==> src/rtl/timekeeper.sv <==
`timescale 1ns/1ps
`default_nettype none
// ============================================================================
//  Module   : timekeeper
//  Function : BCD time-of-day clock with button set, alarm and 7-segment out.
//  Revision : 1.0 - initial release
// ============================================================================
module timekeeper #(
    parameter int CLK_FREQ   = 50000000,
    parameter int TICK_HZ    = 1,
    parameter int INIT_SEC   = 0,
    parameter int ALARM_INIT = 420,
    parameter int ALARM_LEN  = 60
) (
    input  logic       clk,
    input  logic       rst,
    input  logic       run,
    input  logic       alt_s,
    input  logic       alt_m,
    input  logic       alt_h,
    input  logic       alarm_sel,
    input  logic       alarm_en,
    input  logic       mode12,
    output logic       tick,
    output logic       alarm,
    output logic       pm,
    output logic [6:0] HEX0,
    output logic [6:0] HEX1,
    output logic [6:0] HEX2,
    output logic [6:0] HEX3,
    output logic [6:0] HEX4,
    output logic [6:0] HEX5
);

    localparam int c_DIV = CLK_FREQ / TICK_HZ;
    localparam int c_DW  = (c_DIV > 2) ? $clog2(c_DIV) : 1;
    localparam int c_AW  = $clog2(ALARM_LEN + 1);

    localparam int c_IH = INIT_SEC / 3600;
    localparam int c_IM = (INIT_SEC / 60) % 60;
    localparam int c_IS = INIT_SEC % 60;
    localparam int c_AH = ALARM_INIT / 60;
    localparam int c_AM = ALARM_INIT % 60;

    localparam logic [7:0] c_INIT_H  = 8'((c_IH / 10) * 16 + (c_IH % 10));
    localparam logic [7:0] c_INIT_M  = 8'((c_IM / 10) * 16 + (c_IM % 10));
    localparam logic [7:0] c_INIT_S  = 8'((c_IS / 10) * 16 + (c_IS % 10));
    localparam logic [7:0] c_ALM_H   = 8'((c_AH / 10) * 16 + (c_AH % 10));
    localparam logic [7:0] c_ALM_M   = 8'((c_AM / 10) * 16 + (c_AM % 10));
    localparam logic [6:0] c_BLANK   = 7'b1111111;

    function automatic logic [7:0] bcd_inc(input logic [7:0] v, input logic [7:0] maxv);
        if (v == maxv)
            return 8'h00;
        else if (v[3:0] == 4'd9)
            return {v[7:4] + 4'd1, 4'd0};
        else
            return {v[7:4], v[3:0] + 4'd1};
    endfunction

    function automatic logic [6:0] seg(input logic [3:0] d);
        case (d)
            4'd0:    return 7'b1000000;
            4'd1:    return 7'b1111001;
            4'd2:    return 7'b0100100;
            4'd3:    return 7'b0110000;
            4'd4:    return 7'b0011001;
            4'd5:    return 7'b0010010;
            4'd6:    return 7'b0000010;
            4'd7:    return 7'b1111000;
            4'd8:    return 7'b0000000;
            4'd9:    return 7'b0010000;
            default: return c_BLANK;
        endcase
    endfunction

    logic [c_DW-1:0] div_q, div_d;
    logic [2:0]      sync1_q, sync2_q, edge_q;
    logic [7:0]      hr_q, hr_d, min_q, min_d, sec_q, sec_d;
    logic [7:0]      alm_h_q, alm_h_d, alm_m_q, alm_m_d;
    logic            tick_q;
    logic            alarm_q, alarm_d;
    logic [c_AW-1:0] acnt_q, acnt_d;

    logic [2:0] w_press;
    logic       w_tadj;
    logic       w_wrap;
    logic       w_adv;
    logic       w_match;
    logic [7:0] w_src_h, w_src_m;
    logic [4:0] w_hbin, w_hdisp;
    logic [3:0] w_htens, w_hunits;

    // Bit order {h, m, s}; synchroniser resets low so a held button cannot fire.
    assign w_press = edge_q & ~sync2_q;
    assign w_tadj  = (|w_press) && !alarm_sel;
    assign w_wrap  = run && (div_q == c_DW'(c_DIV - 1));
    assign w_adv   = w_wrap && !w_tadj;
    assign w_match = tick_q && (sec_q == 8'h00) && (hr_q == alm_h_q) && (min_q == alm_m_q);

    always_ff @(posedge clk or posedge rst) begin
        if (rst) begin
            sync1_q <= 3'b000;
            sync2_q <= 3'b000;
            edge_q  <= 3'b000;
            div_q   <= '0;
            hr_q    <= c_INIT_H;
            min_q   <= c_INIT_M;
            sec_q   <= c_INIT_S;
            alm_h_q <= c_ALM_H;
            alm_m_q <= c_ALM_M;
            tick_q  <= 1'b0;
            alarm_q <= 1'b0;
            acnt_q  <= '0;
        end else begin
            sync1_q <= {alt_h, alt_m, alt_s};
            sync2_q <= sync1_q;
            edge_q  <= sync2_q;
            div_q   <= div_d;
            hr_q    <= hr_d;
            min_q   <= min_d;
            sec_q   <= sec_d;
            alm_h_q <= alm_h_d;
            alm_m_q <= alm_m_d;
            tick_q  <= w_adv;
            alarm_q <= alarm_d;
            acnt_q  <= acnt_d;
        end
    end

    always_comb begin
        div_d = div_q;
        if (w_press[0] && !alarm_sel)
            div_d = '0;
        else if (run)
            div_d = w_wrap ? '0 : div_q + c_DW'(1);
    end

    // A time-adjust press wins over a coincident tick.
    always_comb begin
        sec_d   = sec_q;
        min_d   = min_q;
        hr_d    = hr_q;
        alm_h_d = alm_h_q;
        alm_m_d = alm_m_q;
        if (w_adv) begin
            sec_d = bcd_inc(sec_q, 8'h59);
            if (sec_q == 8'h59) begin
                min_d = bcd_inc(min_q, 8'h59);
                if (min_q == 8'h59)
                    hr_d = bcd_inc(hr_q, 8'h23);
            end
        end else if (!alarm_sel) begin
            if (w_press[0]) sec_d = 8'h00;
            if (w_press[1]) min_d = bcd_inc(min_q, 8'h59);
            if (w_press[2]) hr_d  = bcd_inc(hr_q, 8'h23);
        end
        if (alarm_sel) begin
            if (w_press[1]) alm_m_d = bcd_inc(alm_m_q, 8'h59);
            if (w_press[2]) alm_h_d = bcd_inc(alm_h_q, 8'h23);
        end
    end

    always_comb begin
        alarm_d = alarm_q;
        acnt_d  = acnt_q;
        if (!alarm_en || (|w_press)) begin
            alarm_d = 1'b0;
        end else if (w_match) begin
            alarm_d = 1'b1;
            acnt_d  = '0;
        end else if (alarm_q && tick_q) begin
            if (acnt_q == c_AW'(ALARM_LEN - 1))
                alarm_d = 1'b0;
            else
                acnt_d = acnt_q + c_AW'(1);
        end
    end

    assign tick  = tick_q;
    assign alarm = alarm_q && alarm_en;

    assign w_src_h = alarm_sel ? alm_h_q : hr_q;
    assign w_src_m = alarm_sel ? alm_m_q : min_q;
    assign w_hbin  = 5'(w_src_h[7:4]) * 5'd10 + 5'(w_src_h[3:0]);
    assign pm      = (w_hbin >= 5'd12);

    always_comb begin
        w_hdisp = w_hbin;
        if (mode12) begin
            if (w_hbin == 5'd0)
                w_hdisp = 5'd12;
            else if (w_hbin > 5'd12)
                w_hdisp = w_hbin - 5'd12;
        end
        if (w_hdisp >= 5'd20) begin
            w_htens  = 4'd2;
            w_hunits = 4'(w_hdisp - 5'd20);
        end else if (w_hdisp >= 5'd10) begin
            w_htens  = 4'd1;
            w_hunits = 4'(w_hdisp - 5'd10);
        end else begin
            w_htens  = 4'd0;
            w_hunits = 4'(w_hdisp);
        end
    end

    assign HEX5 = seg(w_htens);
    assign HEX4 = seg(w_hunits);
    assign HEX3 = seg(w_src_m[7:4]);
    assign HEX2 = seg(w_src_m[3:0]);
    assign HEX1 = alarm_sel ? c_BLANK : seg(sec_q[7:4]);
    assign HEX0 = alarm_sel ? c_BLANK : seg(sec_q[3:0]);

endmodule
`default_nettype wire

==> config.mk <==
export PLATFORM = sky130hd
export DESIGN_NAME = timekeeper
export DESIGN_NICKNAME = d
export VERILOG_FILES = /design/src/rtl/timekeeper.sv
export SDC_FILE = /design/constraint.sdc
export NUM_CORES = 1
export LEC_CHECK = 0
export ABC_CLOCK_PERIOD_IN_PS = 8900
export CAP_MARGIN = 20
export CORE_MARGIN = 2
export CORE_UTILIZATION = 59
export DETAILED_ROUTE_END_ITERATION = 10
export GPL_TIMING_DRIVEN = 1
export PLACE_DENSITY = 0.81
export SLEW_MARGIN = 20
export SYNTH_ARGS = -nofsm -noshare
export SYNTH_HDL_FRONTEND = slang
export SYNTH_SLANG_ARGS = --single-unit
==> constraint.sdc <==
create_clock -name clk -period 8.9 [get_ports clk]
set_input_delay 1.335 -clock clk [delete_from_list [all_inputs] [get_ports clk]]
set_output_delay 1.335 -clock clk [all_outputs]
set_load 0.05 [all_outputs]
==> results.json <==
{
  "worst_ep_required_time_ns": 7.57,
  "finish.instance_area_um2": 6987,
  "ys_top_cells_by_area": "dfrtp_1 33%, ha_1 11%, nand2_1 4.9%, nor2_1 4.6%, xor2_1 4.2%",
  "outcome": "completed",
  "synthCells": 712,
  "ys_top_cells_by_count": "80 x dfrtp_1, 79 x nand2_1, 75 x nor2_1",
  "io_buffers": 52,
  "drtIter0Drc": 319,
  "drc": 0,
  "whs_ns": 0.3677,
  "syn_nets": 774,
  "overflow": 0,
  "worst_pin_slew_ns": 0.8073,
  "max_freq_mhz": 122.4,
  "worstPathArrival_ns": 6.84,
  "synthFlopType": "dfrtp_1",
  "hold_violations": 0,
  "seq_area_um2": 2081,
  "ctsRootBufferMaster": "clkbuf_8",
  "die_h_um": 105.7,
  "synth_cell_type_count": 71,
  "cap_violations": 0,
  "p_per_area_nw_per_um2": 385.5,
  "antenna_left": 0,
  "start_kind": "input pin",
  "cts.sinks": 83,
  "num_antenna_cells": 0,
  "nNetsFinal": 819,
  "multi_input_area_um2": 3779,
  "cts_max_path_buffers": 2,
  "place.gp.congestion": 0.8855,
  "path_class": "in2out",
  "p_leak_nw": 3.149,
  "cts_buffers": 9,
  "cts_resized": 0,
  "hp-class": "reg2reg",
  "wl_per_cell_um": 14.73,
  "synth_top_cell_area_share": 0.3283,
  "via_per_inst": 5.844,
  "start_util": 0.5988,
  "drtPass1Iterations": 5,
  "cp_max_fo": 14,
  "grt_max_degree": 84,
  "core_um2": 10180,
  "clk_latency_ns": 0.36,
  "cts_setup_buffers": 0,
  "grt_use_total": 0.2431,
  "htree_levels": 3,
  "async_reset_ff_frac": 1.000,
  "synth_seq_area_share": 0.3412,
  "vias": 5248,
  "setup_violations": 0,
  "finalSetupTns_ns": 0,
  "grt_pass1_vias": 5048,
  "yosysMostFrequentCell": "dfrtp_1",
  "io_pins": 54,
  "hpwl_mm": 10.01,
  "die_x_um": 105.7,
  "clk_pin_slew_worst_paths_ns": 0.09,
  "fill_cells": 820,
  "fp-row-count": 37,
  "relSlewSlack": 0.4618,
  "rsz0062_at_grt": "false",
  "cts_tree": "done",
  "hold_buffers": 0,
  "grt_pass1_wl_mm": 22.54,
  "synth_edf_count": 0,
  "synth_area_leader_cell": "dfrtp_1",
  "cp-end-kind": "primary output",
  "finalCritPeriodShare": 0.9180,
  "drt-total-wl_mm": 13.23,
  "synth_seq_cells": 83,
  "placed_area_um2": 6787,
  "area_delta_synth_final_pct": 14.57,
  "drive_above_1_share": 0.08268,
  "antenna_found_initial": 1,
  "die_area_um2": 11170,
  "synth_warnings": 0,
  "synth_area_per_cell_um2": 8.565,
  "fin_crit_ns": 8.171,
  "syn_area_um2": 6098,
  "vdd_ir_drop_max_v": 0.0005856,
  "drv_slew": 0,
  "skew_ns": 0.009319
}
-- metrics by stage --
| step | setup slack (ns) | total power [W] | instances | utilization |
|---|---|---|---|---|
| floorplan | 0.001991 | 0.001743 | 712 | - |
| global placement | 1.070 | 0.002360 | 882 | 0.6663 |
| detailed placement | 0.8080 | 0.002423 | 882 | 0.6663 |
| CTS | 0.7954 | 0.002696 | 898 | 0.6856 |
| global route | 0.4738 | 0.002834 | 898 | 0.6860 |
| finish | 0.7294 | 0.002693 | 898 | 0.6860 |
-- cell type report --
class	instances	area share
clock buffers	11	0.02167
clock inverters	5	0.006447
inverters	40	0.02167
multi-input cells	569	0.5408
flip-flops and latches	83	0.2978
well taps	136	0.02436
repair buffers	54	0.08721
-- state kept, by name, indices dropped and copies added (netlist names) --
name / flops
alm_h_q: 8
min_q: 8
sec_q: 8
tick: 1
alm_m_q: 8
sync1_q: 3
div_q: 26
acnt_q: 6
hr_q: 8
alarm_q: 1
sync2_q: 3
edge_q: 3
-- worst max-delay path, cell delays in order --
cell and delay [ns]:
clkdlybuf4s50_1 0.74, mux2_2 0.40, ha_1 0.29, ha_1 0.33, xor2_1 0.25, inv_1 0.13
ha_1 0.22, nor2b_1 0.15, o2bb2ai_1 0.16, or4_1 0.43, o211ai_2 0.12, nor2_2 0.07
inv_1 0.21, ha_1 0.19, a21oi_1 0.06, or3_4 0.36, o22ai_2 0.27, xnor2_2 0.17
ha_1 0.23, mux2_2 0.27, mux2i_1 0.25, buf_12 0.18
-- cell families (layout without fill, tap and decap cells) --
group                    after synthesis  count (layout)  synth area share
AND/OR/NAND/NOR                      296             296            0.2394
AO/OA/AOI/OAI                        147             147            0.1545
flip-flops                            83              83            0.3412
buffers and inverters                 60             110           0.03919
adder cells (fa/ha/maj)               53              53            0.1100
XOR/XNOR                              48              48           0.07017
multiplexers                          24              24           0.04493
other                                  1               1         0.0006149
-- routing by layer --
layer / GRT usage / vias to the layer above / share of wire
met4: 0.08647 / 2 / 0.020
met1: 0.3014 / 2555 / 0.43
met2: 0.4212 / 100 / 0.51
met3: 0.04824 / 27 / 0.036
met5: 0 / - / 0.0011
li1: - / 2564 / -
-- report_power, final --
part           leakage [nW]  switching [W]  internal, W
Sequential             1.09      0.0000847     0.000429
Combinational          1.96        0.00114     0.000770
Clock                0.0981       0.000147     0.000121
-- final timing paths --
check / start / end / slack, ns / depth (start not counted)
setup / recovery: alarm_sel / HEX4[4] / 0.73 / 22
hold / removal: sync1_q[1]$_DFF_PP0_ / sync2_q[1]$_DFF_PP0_ / 0.37 / 0
setup reg to reg: div_q[1]$_DFFE_PP0P_ / hr_q[7]$_DFFE_PP0P_ / 5.86 / 10
hold reg to reg: sync1_q[1]$_DFF_PP0_ / sync2_q[1]$_DFF_PP0_ / 0.37 / 0
max in group asynchronous: rst / alm_h_q[4]$_DFFE_PP0P_ / 6.91 / 3
min in group asynchronous: rst / sec_q[0]$_DFFE_PP0P_ / 1.48 / 3
-- cell usage in the layout (no fill, tap or decap), types with 5 or more instances in the layout --
cell type and instances:
dfrtp_1 80, nand2_1 79, nor2_1 75, ha_1 52, o21ai_0 47, clkdlybuf4s50_1 45
a21oi_1 42, inv_1 38, xor2_1 29, nand3_1 28, xnor2_1 18, nor3_1 15
nand4_1 14, nand2b_1 12, nor2b_1 11, mux2i_1 11, clkbuf_8 11, mux2_2 10
and3_1 9, and2_1 9, o31ai_1 9, or3_1 8, o21ai_1 8, nor4_1 8
a21o_1 8, buf_12 7, o22ai_1 5, or2_2 5
Power figures use the tool's default switching activity.
